`config.mk`:
```
export PLATFORM = sky130hd
export DESIGN_NAME = wb_keypad
export DESIGN_NICKNAME = d
export VERILOG_FILES = /design/src/rtl/wb_keypad.sv
export SDC_FILE = /design/constraint.sdc
export NUM_CORES = 1
export LEC_CHECK = 0
export ABC_AREA = 0
export CAP_MARGIN = 20
export CORE_ASPECT_RATIO = 1.5
export CORE_MARGIN = 4
export CORE_UTILIZATION = 45
export CTS_CLUSTER_SIZE = 10
export DETAILED_ROUTE_END_ITERATION = 6
export DONT_BUFFER_PORTS = 1
export SYNTH_ARGS = -nofsm -noshare
export SYNTH_HDL_FRONTEND = slang
export SYNTH_SLANG_ARGS = --single-unit
```
`constraint.sdc`:
```
create_clock -name clk -period 4.55 [get_ports clk]
set_input_delay 1.365 -clock clk [delete_from_list [all_inputs] [get_ports clk]]
set_output_delay 1.365 -clock clk [all_outputs]
set_load 0.03 [all_outputs]
```
`src/rtl/wb_keypad.sv`:
```
// Wishbone-attached 4x4 matrix keypad scanner with per-key debounce,
// a key-press event FIFO and a level interrupt.
module wb_keypad #(
  parameter int unsigned SCAN_DIV       = 50000,
  parameter int unsigned DEBOUNCE_SCANS = 4,
  parameter int unsigned FIFO_DEPTH     = 8
) (
  input  logic        clk,
  input  logic        reset_n,
  input  logic        wb_stb_i,
  input  logic        wb_cyc_i,
  input  logic        wb_we_i,
  input  logic [31:0] wb_adr_i,
  input  logic [3:0]  wb_sel_i,
  input  logic [31:0] wb_dat_i,
  output logic [31:0] wb_dat_o,
  output logic        wb_ack_o,
  output logic [3:0]  col_out,
  input  logic [3:0]  row_in,
  output logic        irq_o
);

  localparam int unsigned DIV_W = $clog2(SCAN_DIV);
  localparam int unsigned CNT_W = $clog2(DEBOUNCE_SCANS + 1);
  localparam int unsigned AW    = (FIFO_DEPTH > 1) ? $clog2(FIFO_DEPTH) : 1;

  localparam logic [DIV_W-1:0] DIV_LAST = DIV_W'(SCAN_DIV - 1);
  localparam logic [CNT_W-1:0] CNT_LAST = CNT_W'(DEBOUNCE_SCANS - 1);
  localparam logic [AW-1:0]    PTR_LAST = AW'(FIFO_DEPTH - 1);
  localparam logic [3:0]       CNT_FULL = 4'(FIFO_DEPTH);

  localparam logic [1:0] A_STATUS = 2'd0;
  localparam logic [1:0] A_DATA   = 2'd1;
  localparam logic [1:0] A_CTRL   = 2'd2;

  typedef enum logic [2:0] {
    S_IDLE, S_WAIT, S_SAMPLE, S_PROC0, S_PROC1, S_PROC2, S_PROC3
  } state_t;

  state_t state, state_nxt;

  logic [3:0]       row_meta, row_sync;
  logic [1:0]       col_idx;
  logic [DIV_W-1:0] div;
  logic [3:0]       sample;
  logic [15:0]      stable;
  logic [CNT_W-1:0] deb_cnt [16];

  logic             ctrl_en, ctrl_irq_en;
  logic             overflow;
  logic [3:0]       count;
  logic [AW-1:0]    wr_ptr, rd_ptr;
  logic [3:0]       mem [FIFO_DEPTH];
  logic             ack;

  logic             proc_act;
  logic [1:0]       proc_row;
  logic [3:0]       proc_key;
  logic             cur_smp, cur_stb, flip, push;
  logic [CNT_W-1:0] cur_cnt;

  logic             access, wr, rd, pop, do_push, full, not_empty;
  logic [31:0]      rd_data;

  logic unused_ok;
  assign unused_ok = ^{wb_sel_i, wb_adr_i[31:4], wb_adr_i[1:0], wb_dat_i[31:3]};

  // Scanner FSM: next state and per-cycle decode
  always_comb begin
    state_nxt = state;
    proc_act  = 1'b0;
    proc_row  = 2'd0;
    case (state)
      S_IDLE:   if (ctrl_en) state_nxt = S_WAIT;
      S_WAIT:   if (div == DIV_LAST) state_nxt = S_SAMPLE;
      S_SAMPLE: state_nxt = S_PROC0;
      S_PROC0:  begin proc_act = 1'b1; proc_row = 2'd0; state_nxt = S_PROC1; end
      S_PROC1:  begin proc_act = 1'b1; proc_row = 2'd1; state_nxt = S_PROC2; end
      S_PROC2:  begin proc_act = 1'b1; proc_row = 2'd2; state_nxt = S_PROC3; end
      S_PROC3:  begin proc_act = 1'b1; proc_row = 2'd3; state_nxt = S_WAIT; end
      default:  state_nxt = S_IDLE;
    endcase
    if (!ctrl_en) state_nxt = S_IDLE;
  end

  always_comb begin
    col_out = (state == S_IDLE) ? 4'b1111 : ~(4'b0001 << col_idx);
  end

  assign proc_key = {col_idx, proc_row};
  assign cur_smp  = sample[proc_row];
  assign cur_stb  = stable[proc_key];
  assign cur_cnt  = deb_cnt[proc_key];
  assign flip     = proc_act && (cur_smp != cur_stb) && (cur_cnt == CNT_LAST);
  assign push     = flip && cur_smp;

  always_ff @(posedge clk or negedge reset_n) begin
    if (!reset_n) begin
      state <= S_IDLE;
    end else begin
      state <= state_nxt;
    end
  end

  always_ff @(posedge clk or negedge reset_n) begin
    if (!reset_n) begin
      row_meta <= '1;
      row_sync <= '1;
    end else begin
      row_meta <= row_in;
      row_sync <= row_meta;
    end
  end

  // Disabling the scanner wipes all key state so a re-enable starts clean
  always_ff @(posedge clk or negedge reset_n) begin
    if (!reset_n) begin
      col_idx <= '0;
      div     <= '0;
      sample  <= '0;
      stable  <= '0;
      for (int unsigned k = 0; k < 16; k++) deb_cnt[k] <= '0;
    end else if (!ctrl_en) begin
      col_idx <= '0;
      div     <= '0;
      stable  <= '0;
      for (int unsigned k = 0; k < 16; k++) deb_cnt[k] <= '0;
    end else begin
      if (state == S_WAIT && div != DIV_LAST) div <= div + 1'b1;
      if (state == S_SAMPLE) sample <= ~row_sync;
      if (proc_act) begin
        if (cur_smp == cur_stb) begin
          deb_cnt[proc_key] <= '0;
        end else if (flip) begin
          deb_cnt[proc_key] <= '0;
          stable[proc_key]  <= cur_smp;
        end else begin
          deb_cnt[proc_key] <= cur_cnt + 1'b1;
        end
      end
      if (state == S_PROC3) begin
        col_idx <= col_idx + 1'b1;
        div     <= '0;
      end
    end
  end

  assign access    = wb_stb_i & wb_cyc_i & ~ack;
  assign wr        = access & wb_we_i;
  assign rd        = access & ~wb_we_i;
  assign not_empty = (count != 4'd0);
  assign full      = (count == CNT_FULL);
  assign pop       = rd && (wb_adr_i[3:2] == A_DATA) && not_empty;
  assign do_push   = push && !full;
  assign wb_ack_o  = wb_stb_i & wb_cyc_i & ack;

  always_comb begin
    rd_data = '0;
    case (wb_adr_i[3:2])
      A_STATUS: rd_data = {24'd0, count, 1'b0, overflow, full, not_empty};
      A_DATA:   rd_data = not_empty ? {27'd0, 1'b1, mem[rd_ptr]} : '0;
      A_CTRL:   rd_data = {30'd0, ctrl_irq_en, ctrl_en};
      default:  rd_data = {16'd0, stable};
    endcase
  end

  always_ff @(posedge clk) begin
    if (do_push) mem[wr_ptr] <= proc_key;
  end

  always_ff @(posedge clk or negedge reset_n) begin
    if (!reset_n) begin
      ack         <= 1'b0;
      wb_dat_o    <= '0;
      ctrl_en     <= 1'b0;
      ctrl_irq_en <= 1'b0;
      overflow    <= 1'b0;
      count       <= '0;
      wr_ptr      <= '0;
      rd_ptr      <= '0;
      irq_o       <= 1'b0;
    end else begin
      ack <= access;
      if (access) wb_dat_o <= wb_we_i ? '0 : rd_data;
      if (wr && wb_adr_i[3:2] == A_CTRL) begin
        ctrl_en     <= wb_dat_i[0];
        ctrl_irq_en <= wb_dat_i[1];
      end
      if (push && full) begin
        overflow <= 1'b1;
      end else if (wr && wb_adr_i[3:2] == A_STATUS && wb_dat_i[2]) begin
        overflow <= 1'b0;
      end
      if (do_push) wr_ptr <= (wr_ptr == PTR_LAST) ? '0 : wr_ptr + 1'b1;
      if (pop)     rd_ptr <= (rd_ptr == PTR_LAST) ? '0 : rd_ptr + 1'b1;
      case ({do_push, pop})
        2'b10:   count <= count + 4'd1;
        2'b01:   count <= count - 4'd1;
        default: count <= count;
      endcase
      irq_o <= ctrl_irq_en & not_empty;
    end
  end

endmodule

```
# After elaboration in Yosys (flattened, before gate mapping)
# Memory sizes are Yosys's and may differ from the RTL's.
# Cells that the tools add are included.
[word_totals]
reg_bits = 144
out_inout_bits = 38
mem_count = 1
input_bits = 77
ramBits = 32
[classes]
addsub = 7
magnitude_cmp = 5
shift = 1
mux = 42
bitwise_logic = 13
n_eq_ne = 24
n_reduce_logical = 23
[mem_list]
columns = ["name", "words", "word_bits", "rd", "rd_ports_with_merged_regs", "wr", "line_no", "text"]
rows = [
  ["mem", 8, 4, 1, 0, 1, "53", "logic [3:0] mem [FIFO_DEPTH];"],
]
[ops]
columns = ["operator", "n"]
rows = [
  ["$mux 48", 4],
  ["$mux 16", 7],
  ["$and 48x48->48", 1],
  ["$bwmux 48", 1],
  ["$not 48->48", 1],
  ["$pmux 16 s3", 1],
  ["$mux 32", 1],
  ["$mux 3", 7],
  ["$pmux 3 s6", 1],
  ["$add 16x1->16 const B", 1],
  ["$bwmux 16", 1],
  ["$eq 16x16->1 const B", 1],
  ["$ne 16x16->1 const B", 1],
  ["$eq 3x3->1 const B", 5],
  ["$logic_and 1x1->1", 13],
  ["$bmux 3 s4", 1],
  ["$demux 3 s4", 1],
  ["$add 3x1->3 const B", 3],
  ["$eq 3x2->1 const B", 3],
  ["$mux 1", 8],
  ["$not 4->4", 2],
  ["$pmux 4 s2", 1],
  ["$and 1x1->1", 6],
  ["$ne 2x1->1 const B", 3],
  ["other kinds (36)", 41],
]

# Depth between registers and ports, before layout
# Gate-level depths: netlist (run 1).
[depth]
depth_word = 13
ltp_mapped = 21
depth_no_buf = 18

# Worst setup path after synthesis (run 1)
# No wires, ideal clock.
[synth_timing]
path_kind = "reg-to-reg"
startpoint = "reg state[0]"
endpoint = "reg count[3]"
slack_ps = 760
stages_incl_launch_ff = 22
synth_period_minus_slack_ps = 3790
n_path_buf = 4
t_arrival_ps = 3665
setup_time_ps = 125
cell_sequence = "dfrtp_1 buf_4 nand2b_1 o22ai_1 a211o_1 nand2_1 o32a_1 buf_2 buf_6 ha_1 ha_1 o211ai_2 a21oi_2 nand2_1 buf_2 ha_1 ha_1 a21o_1 a21oi_1 xnor2_1 nor2_1 xor2_1"
[synth_between]
elab_chain_cells = 12
elab_cells_between_ends = 25
[synth_rtl]
columns = ["element", "line_no", "text"]
rows = [
  ["from (decl)", "40", "state_t state, state_nxt;"],
  ["from (signal assigned)", "101", "state <= state_nxt;"],
  ["$eq 3x3->1", "73", "case (state)"],
  ["$pmux 2 s3", "73", ""],
  ["$not 4->5 (not written as such)", "93", "assign cur_cnt = deb_cnt[proc_key];"],
  ["$bmux 3 s4", "93", ""],
  ["$mux 3 (not written as such) (2 in series)", "93", ""],
  ["$eq 3x2->1", "94", "assign flip = proc_act && (cur_smp != cur_stb) && (cur_cnt == CNT_LAST);"],
  ["$logic_and 1x1->1", "94", ""],
  ["$logic_and 1x1->1 *", "95", "assign push = flip && cur_smp;"],
  ["$logic_and 1x1->1 *", "154", "assign do_push = push && !full;"],
  ["$eq 2x1->1 / $eq 2x2->1 (equally long branches)", "196", "case ({do_push, pop})"],
  ["$pmux 4 s2 / $reduce_bool 2->1 (equally long branches)", "--", ""],
  ["to (signal assigned)", "197", "2'b10: count <= count + 4'd1;"],
  ["to (signal assigned)", "198", "2'b01: count <= count - 4'd1;"],
  ["to (signal assigned)", "199", "default: count <= count;"],
  ["to (decl)", "51", "logic [3:0] count;"],
]
# Every way passes the cells marked *; elsewhere a longest branch is shown, timed or not. The select of a mux whose other input is x is not followed.
# A chain may end at the register's enable or synchronous reset.

# Worst setup path after layout (run 1)
[layout_timing]
startpoint = "reg state[0]"
endpoint = "reg deb_cnt[35] in the netlist's numbering"
[layout_between]
elab_chain_cells = 13
elab_cells_between_ends = 34
[layout_rtl]
columns = ["element", "line_no", "text"]
rows = [
  ["branches (longest 13 deep; another with $add 3x1->3)", "--", ""],
  ["to (signal, indexed assignment)", "138", "deb_cnt[proc_key] <= cur_cnt + 1'b1;"],
  ["to (decl)", "47", "logic [CNT_W-1:0] deb_cnt [16];"],
]
# Parallel ways; which one is timed is not known. The select of a mux whose other input is x is not followed.

==> reports/metrics.csv, run 1 <==
stage,metric,value,unit
clock_tree,CTS root buf,clkbuf_16,
global_routing,first-pass GRT wire length,31.3,mm
finish,Layout area overhead,8.51,%
setup_path,Critical Path RT,4830,ps
die,initial core utilization,0.455,
yosys,number of synthesis warnings,0,
yosys,"count leader, synth",dfrtp_1,
yosys,synth cell count leaders,"120 x dfrtp_1, 64 x nand3_1, 60 x o21ai_0, 48 x nand2_1, 46 x nor2_1",
power,Tot Pwr,3.42,mW
die,core area,17900,sq um
sta,Final Max Tran Viols,0,
yosys,asr flop ratio synth,0.800,
clock_tree,CTS Hold Bufs,0,
yosys,Post-synth EDFFs,32,
setup_path,R2R Path Start,state[0],
setup_path,Crit. End Element,register,
yosys,"Cell Area, Synth",8130,sq um
sta,Hold Fails Final Rpt,0,
setup_path,WP depth,15,
finish,Layout Nets,830,
yosys,"area leader, netlist",dfrtp_1,
global_routing,"Remaining Overflow, GRT",0,
clock_tree,post_cts resized,0,
die,num rows,60,
global_routing,initial antenna violation count,0,
clock_tree,Post-CTS Setup Bufs,0,
detailed_routing,DRC,0,
hold_path,Hold Path Class,reg -> reg,
clock_tree,CTS tree,done,
yosys,"Distinct cells, synth",68,
clock_tree,Max H-tree Level,4,
setup_path,critical-path cell with the highest stage delay,mux2i_4,
sta,final setup vio count,0,
placement,GPL Wtd Cong,0.864,
yosys,Most used DFF post-synth,dfrtp_1,
sta,Fin Hold WS,354,ps
global_routing,vias in the first global route,5972,
job,Max Cap Viol,0,
setup_path,top cell family by delay on the critical path,compound AO/OA/AOI/OAI gates,
die,IO Pins,115,
sta,Final period util,0.893,
sta,Fmax,246,MHz
hold_path,hold path startpoint,row_meta[0],
placement,hpwl dp,13.1,mm
global_routing,GRT Util Overall,0.192,
finish,final cell count without fillers,968,
finish,share of cells above drive strength 1,0.149,
clock_tree,clk sinks,160,
placement,placed insts,935,
setup_path,FF-to-FF End,deb_cnt[35],
detailed_routing,Post-Route WL,18.9,mm
sta,clk_skew,8.08,ps
sta,Slew @ Worst Pin,872,ps
setup_path,crit path buf inv count,3,
clock_tree,Max Root-Sink Buffers,2,
die,Die Y,173,microns
setup_path,CP Launch Type,register,
setup_path,worst reg2reg path depth,15,
power,PD cells,388,nW/um^2
detailed_routing,vias per cell,5.94,
placement,Port-buffer cells,0,
run_status,status,completed,
placement,dpl cell area,8240,sq um
finish,design area,8830,sq um
finish,# diodes,0,
setup_path,"most used cell, CP",buf_4,
yosys,synthesis-stage register bit count,160,
detailed_routing,DRT Pass-1 Iters,5,
clock_tree,register clock-pin slew on the reported worst setup and hold paths,60,ps
clock_tree,TritonCTS Buffers,17,
setup_path,"Arr. time, crit path",4340,ps
setup_path,CP max stage delay,700,ps
clock_tree,clock latency on the worst-skew pair,430,ps
detailed_routing,Vias,5750,
setup_path,"Max FO, Critical Path",27,
setup_path,"Cell Chain, Critical Path",buf_4 -> buf_4 -> nor2b_1 -> a211oi_1 -> a2111oi_0 -> o21ai_0 -> nand2_1 -> ha_1 -> ha_1 -> nor2b_1 -> o21ai_0 -> a21oi_1 -> mux2i_4 -> buf_4 -> o32ai_1,
power,total leakage power,3.43,nW
setup_path,R2R setup slack,490,ps
die,Die Area,20300,sq um
detailed_routing,post-route ant nets,0,
sta,fin crit period,4060,ps
hold_path,hold path cells,0,
setup_path,kind of critical path,reg -> reg,
power,Max rail drop VDD,209,uV
sta,max_slew headroom,0.406,
sta,unrepaired setup endpoints after global routing,no,
die,Die W,118,microns
yosys,Yosys top cell area share,0.369,
sta,setup_tns,0,ps
yosys,"Avg Cell Area, Syn",10.8,sq um
hold_path,Hold EP,row_sync[0],
yosys,"top cells by area, synth","dfrtp_1 37%, edfxtp_1 12%, nand3_1 3.9%, o21ai_0 3.7%, o31ai_2 3.1%",
yosys,sequential fraction of the synthesis area,0.513,
yosys,Synth Instances,751,
global_routing,largest net degree at the start of global routing,129,
detailed_routing,DR WL/cell,19.5,microns
detailed_routing,first-iteration detailed-routing DRC count,499,
[worst max-delay path by stage]
stage / slack [ps] / end / startpoint
floorplan: 760 / count[3] / state[0]
global placement: 610 / count[3] / state[0]
detailed placement: 540 / count[3] / state[0]
CTS: 510 / count[3] / state[0]
global route: 170 / deb_cnt[47] / state[0]
finish: 490 / deb_cnt[35] / state[0]
[flip-flops by register name (all words and copies together), names as in the netlist]
signal and flops:
deb_cnt 48, mem 32, div 16, stable 16
wb_dat_o 16, count 4, row_meta 4, row_sync 4
sample 4, rd_ptr 3, state 3, wr_ptr 3
col_idx 2, ack 1, ctrl_en 1, ctrl_irq_en 1
irq_o 1, overflow 1
[cell families after synthesis]
kind of cell / after synthesis / share of synthesized area
AO/OA/AOI/OAI: 203 / 0.178
XOR/XNOR: 19 / 0.0205
adder cells (fa/ha/maj): 15 / 0.0240
buffers and inverters: 81 / 0.0526
flip-flops: 160 / 0.513
multiplexers: 37 / 0.0601
other: 1 / 0.000461
AND/OR/NAND/NOR: 235 / 0.152
[where the power goes]
part / leakage, nW / total [mW] / switching [mW] / internal, mW
clock: 0.280 / 1.41 / 0.582 / 0.824
sequential: 1.96 / 1.63 / 0.120 / 1.51
combinational: 1.19 / 0.383 / 0.230 / 0.154
[cell usage in the layout, fill, tap and decap left out, types with 4 or more instances in the layout]
| master | netlist | final |
|---|---|---|
| dfrtp_1 | 120 | 119 |
| nand3_1 | 64 | 64 |
| o21ai_0 | 60 | 60 |
| nand2_1 | 48 | 48 |
| nor2_1 | 46 | 46 |
| edfxtp_1 | 32 | 32 |
| o31ai_1 | 27 | 27 |
| a21oi_1 | 23 | 23 |
| o31ai_2 | 20 | 20 |
| buf_4 | 18 | 19 |
| clkbuf_16 | 0 | 17 |
| conb_1 | 1 | 16 |
| inv_1 | 15 | 15 |
| xnor2_1 | 15 | 15 |
| ha_1 | 14 | 14 |
| mux2i_1 | 14 | 13 |
| mux2_2 | 13 | 13 |
| nor3_1 | 13 | 13 |
| a21boi_0 | 13 | 13 |
| o22ai_1 | 11 | 11 |
| a22o_1 | 11 | 11 |
| nor2b_1 | 10 | 10 |
| nor3b_1 | 8 | 8 |
| mux4_2 | 8 | 8 |
| dfstp_2 | 8 | 8 |
| nor4_1 | 6 | 6 |
| a21boi_1 | 6 | 6 |
| nand2b_1 | 5 | 5 |
| nor4b_1 | 5 | 5 |
| o211ai_1 | 4 | 4 |
| and2_1 | 4 | 4 |
| xor2_1 | 4 | 4 |
| a22oi_1 | 4 | 4 |
| clkinv_4 | 0 | 4 |
[final cells by class]
cell class | count | area, sq um
clock buffers | 20 | 447
clock inverters | 12 | 133
fillers | 1618 | 9040
inverters | 15 | 56.3
multi-input cells | 525 | 3600
flip-flops and latches | 160 | 4180
well taps | 217 | 272
repair buffers | 19 | 143
[per-stage QoR]
| stage | setup WS (ps) | utilization |
|---|---|---|
| after floorplan | 760 | - |
| after global placement | 613 | 0.461 |
| after detailed placement | 540 | 0.461 |
| after CTS | 510 | 0.494 |
| after global routing | 166 | 0.494 |
| final | 489 | 0.494 |
[metal layers]
layer  global-route usage  part of all wire
met2                0.335              0.52
met4               0.0895             0.031
met5                    0                 0
met1                0.218              0.40
met3               0.0494             0.051
[worst reg2reg max path, delay by kind of cell, from the launching register on]
kind / cells / cell delay (ps)
compound gates: 6 / 1020
simple gates: 3 / 320
buf+inv: 3 / 950
fa+ha+maj: 2 / 380
flops: 1 / 530
mux: 1 / 700
Power figures use the tool's default switching activity.
==> run 2: changes to the inputs <==
Settings changed: PLACE_DENSITY set to 0.67.
==> reports/metrics.csv, run 2 (synthesis gave the netlist of run 1 again) <==
stage,metric,value,unit,change
run_status,status,completed,,
detailed_routing,DR WL/cell,19.4,microns,-0.58%
clock_tree,clk sinks,160,,unchanged
setup_path,critical-path cell with the highest stage delay,dfrtp_1,,
clock_tree,Max Root-Sink Buffers,2,,unchanged
sta,unrepaired setup endpoints after global routing,no,,
placement,Port-buffer cells,0,,unchanged
clock_tree,TritonCTS Buffers,17,,unchanged
setup_path,CP max stage delay,590,ps,-110 ps
die,core area,17900,sq um,unchanged
power,total leakage power,3.42,nW,-0.14%
placement,hpwl dp,13.0,mm,-1.2%
sta,Fmax,253,MHz,+2.7%
setup_path,top cell family by delay on the critical path,compound AO/OA/AOI/OAI gates,,
sta,Final Max Tran Viols,0,,unchanged
clock_tree,Post-CTS Setup Bufs,0,,unchanged
clock_tree,post_cts resized,0,,unchanged
detailed_routing,DRT Pass-1 Iters,6,,+1
finish,max reg flops,48,,unchanged
global_routing,"Remaining Overflow, GRT",0,,unchanged
detailed_routing,first-iteration detailed-routing DRC count,436,,-13%
power,clock share of power,0.394,,-0.017
power,PD cells,379,nW/um^2,-2.3%
global_routing,initial antenna violation count,0,,unchanged
clock_tree,CTS root buf,clkbuf_16,,
setup_path,"Arr. time, crit path",4260,ps,-80 ps
setup_path,Crit. End Element,register,,
power,Sw Share,0.274,,+0.00139
setup_path,R2R setup slack,600,ps,+110 ps
finish,share of cells above drive strength 1,0.150,,+0.000733
power,Comb power frac,0.111,,about the same
clock_tree,clock latency on the worst-skew pair,430,ps,about the same
sta,setup_tns,0,ps,unchanged
setup_path,Critical Path RT,4860,ps,+30 ps
global_routing,vias in the first global route,6117,,+2.4%
detailed_routing,vias per cell,6.13,,+3.2%
clock_tree,register clock-pin slew on the reported worst setup and hold paths,60,ps,about the same
die,Die Y,173,microns,unchanged
sta,final setup vio count,0,,unchanged
setup_path,"Cell Chain, Critical Path",buf_4 -> and2b_1 -> a221oi_1 -> o32a_1 -> ha_1 -> ha_1 -> o211ai_2 -> a21oi_2 -> nand2_1 -> ha_1 -> ha_1 -> a21o_1 -> a21oi_1 -> xnor2_1 -> nor2_1 -> xor2_1,,
setup_path,crit path buf inv count,1,,-2
die,initial core utilization,0.455,,unchanged
finish,most frequent cells in the layout,"119 x dfrtp_1, 64 x nand3_1, 60 x o21ai_0",,
detailed_routing,post-route ant nets,0,,unchanged
global_routing,largest net degree at the start of global routing,129,,unchanged
setup_path,"most used cell, CP",ha_1,,
finish,footprint of the multi-input gates,3600,sq um,unchanged
setup_path,kind of critical path,reg -> reg,,
finish,Largest regs,"deb_cnt: 48 flops, mem: 32 flops",,
die,IO Pins,115,,unchanged
finish,Layout Nets,833,,+0.36%
power,Flop pwr share,0.495,,+0.018
global_routing,GRT Util Overall,0.189,,-0.00264
finish,Storage cell area,4180,sq um,unchanged
placement,GPL Wtd Cong,0.897,,+3.8%
die,Die Area,20300,sq um,unchanged
sta,clk_skew,10.2,ps,+2.09 ps
setup_path,"Max FO, Critical Path",16,,-41%
die,Die W,118,microns,unchanged
global_routing,first-pass GRT wire length,31.3,mm,-0.24%
sta,Hold Fails Final Rpt,0,,unchanged
sta,max_slew headroom,0.349,,-0.0572
finish,# diodes,0,,unchanged
sta,Slew @ Worst Pin,956,ps,+84.0 ps
sta,fin crit period,3950,ps,-109 ps
finish,Layout area overhead,8.29,%,
clock_tree,CTS Hold Bufs,0,,unchanged
sta,Final period util,0.869,,-0.0239
finish,Filler Cell Count,1583,,-2.2%
power,switching power,913,uW,-2.0%
finish,Final Core Density,0.493,,-0.000981
clock_tree,CTS tree,done,,
detailed_routing,DRC,0,,unchanged
die,num rows,60,,unchanged
power,Max rail drop VDD,247,uV,+18%
job,Max Cap Viol,0,,unchanged
finish,"commonest non-fill, non-tap cell in the layout",dfrtp_1,,
clock_tree,Max H-tree Level,4,,unchanged
hold_path,Hold Path Class,reg -> reg,,
power,Internal,2.42,mW,-2.7%
finish,Biggest register,deb_cnt,,
detailed_routing,Vias,5951,,+3.5%
setup_path,CP Launch Type,register,,
detailed_routing,Post-Route WL,18.9,mm,-0.28%
[run 2: changes by cell type in the layout (fill, tap and decap cells not counted), sizes merged]
cell      previous run  this run
buf                 19        22
bufinv               2         1
clkinv               7         8
clkinvlp             1         2
inv                 17        16
[run 2: power groups by stage]
stage | logic, mW | clock network [mW] | registers [mW]
global route | 0.407 | 1.40 | 1.66
CTS | 0.367 | 1.34 | 1.65
finish | 0.370 | 1.31 | 1.65
floorplan | 0.367 | 0 | 1.60
detailed placement | 0.365 | 0 | 1.68
global placement | 0.351 | 0 | 1.68
[run 2: per-layer routing]
metal  routed length (microns)  track usage  share of wire
met1                      7500        0.219           0.40
met2                      9920        0.330           0.53
met3                       992       0.0455          0.053
met4                       436       0.0856          0.023
met5                         0            0              0
[run 2: stage by stage]
stage          hold slack (ps)  instance area, sq um  instances  power, mW  worst slack, ps
6_report                   351                  8810        971       3.34              597
5_1_grt                    349                  8810        971       3.48              268
4_1_cts                    350                  8800        970       3.36              603
3_5_place_dp               347                  8260        938       2.05              598
3_3_place_gp               346                  8260        938       2.03              638
2_1_floorplan              345                  8190        766       1.97              760
[run 2: layout make-up]
class                           instances  area share
Sequential cell                       160       0.474
Timing Repair Buffer                   22      0.0187
Tap cell                              217      0.0308
Clock buffer                           20      0.0507
Clock inverter                         12      0.0105
Multi-Input combinational cell        525       0.409
Inverter                               15     0.00639
[run 2: worst paths after layout]
path	end	depth (start not counted)	start
setup / recovery	count[3]	16	state[2]
hold / removal	row_sync[0]	0	row_meta[0]
setup reg to reg	count[3]	16	state[2]
hold reg to reg	row_sync[0]	0	row_meta[0]
max in group asynchronous	row_meta[0]	0	reset_n
min in group asynchronous	count[1]	0	reset_n
[run 2: worst reg2reg max path, delay by kind of cell (launching register included)]
family / cells / cell delay (ps)
and+or+nand+nor: 3 / 470
DFF: 1 / 590
AOI/OAI and AO/OA: 6 / 1310
buffers and inverters: 1 / 300
xor gates and xnor gates: 2 / 280
adders and majority gates: 4 / 900
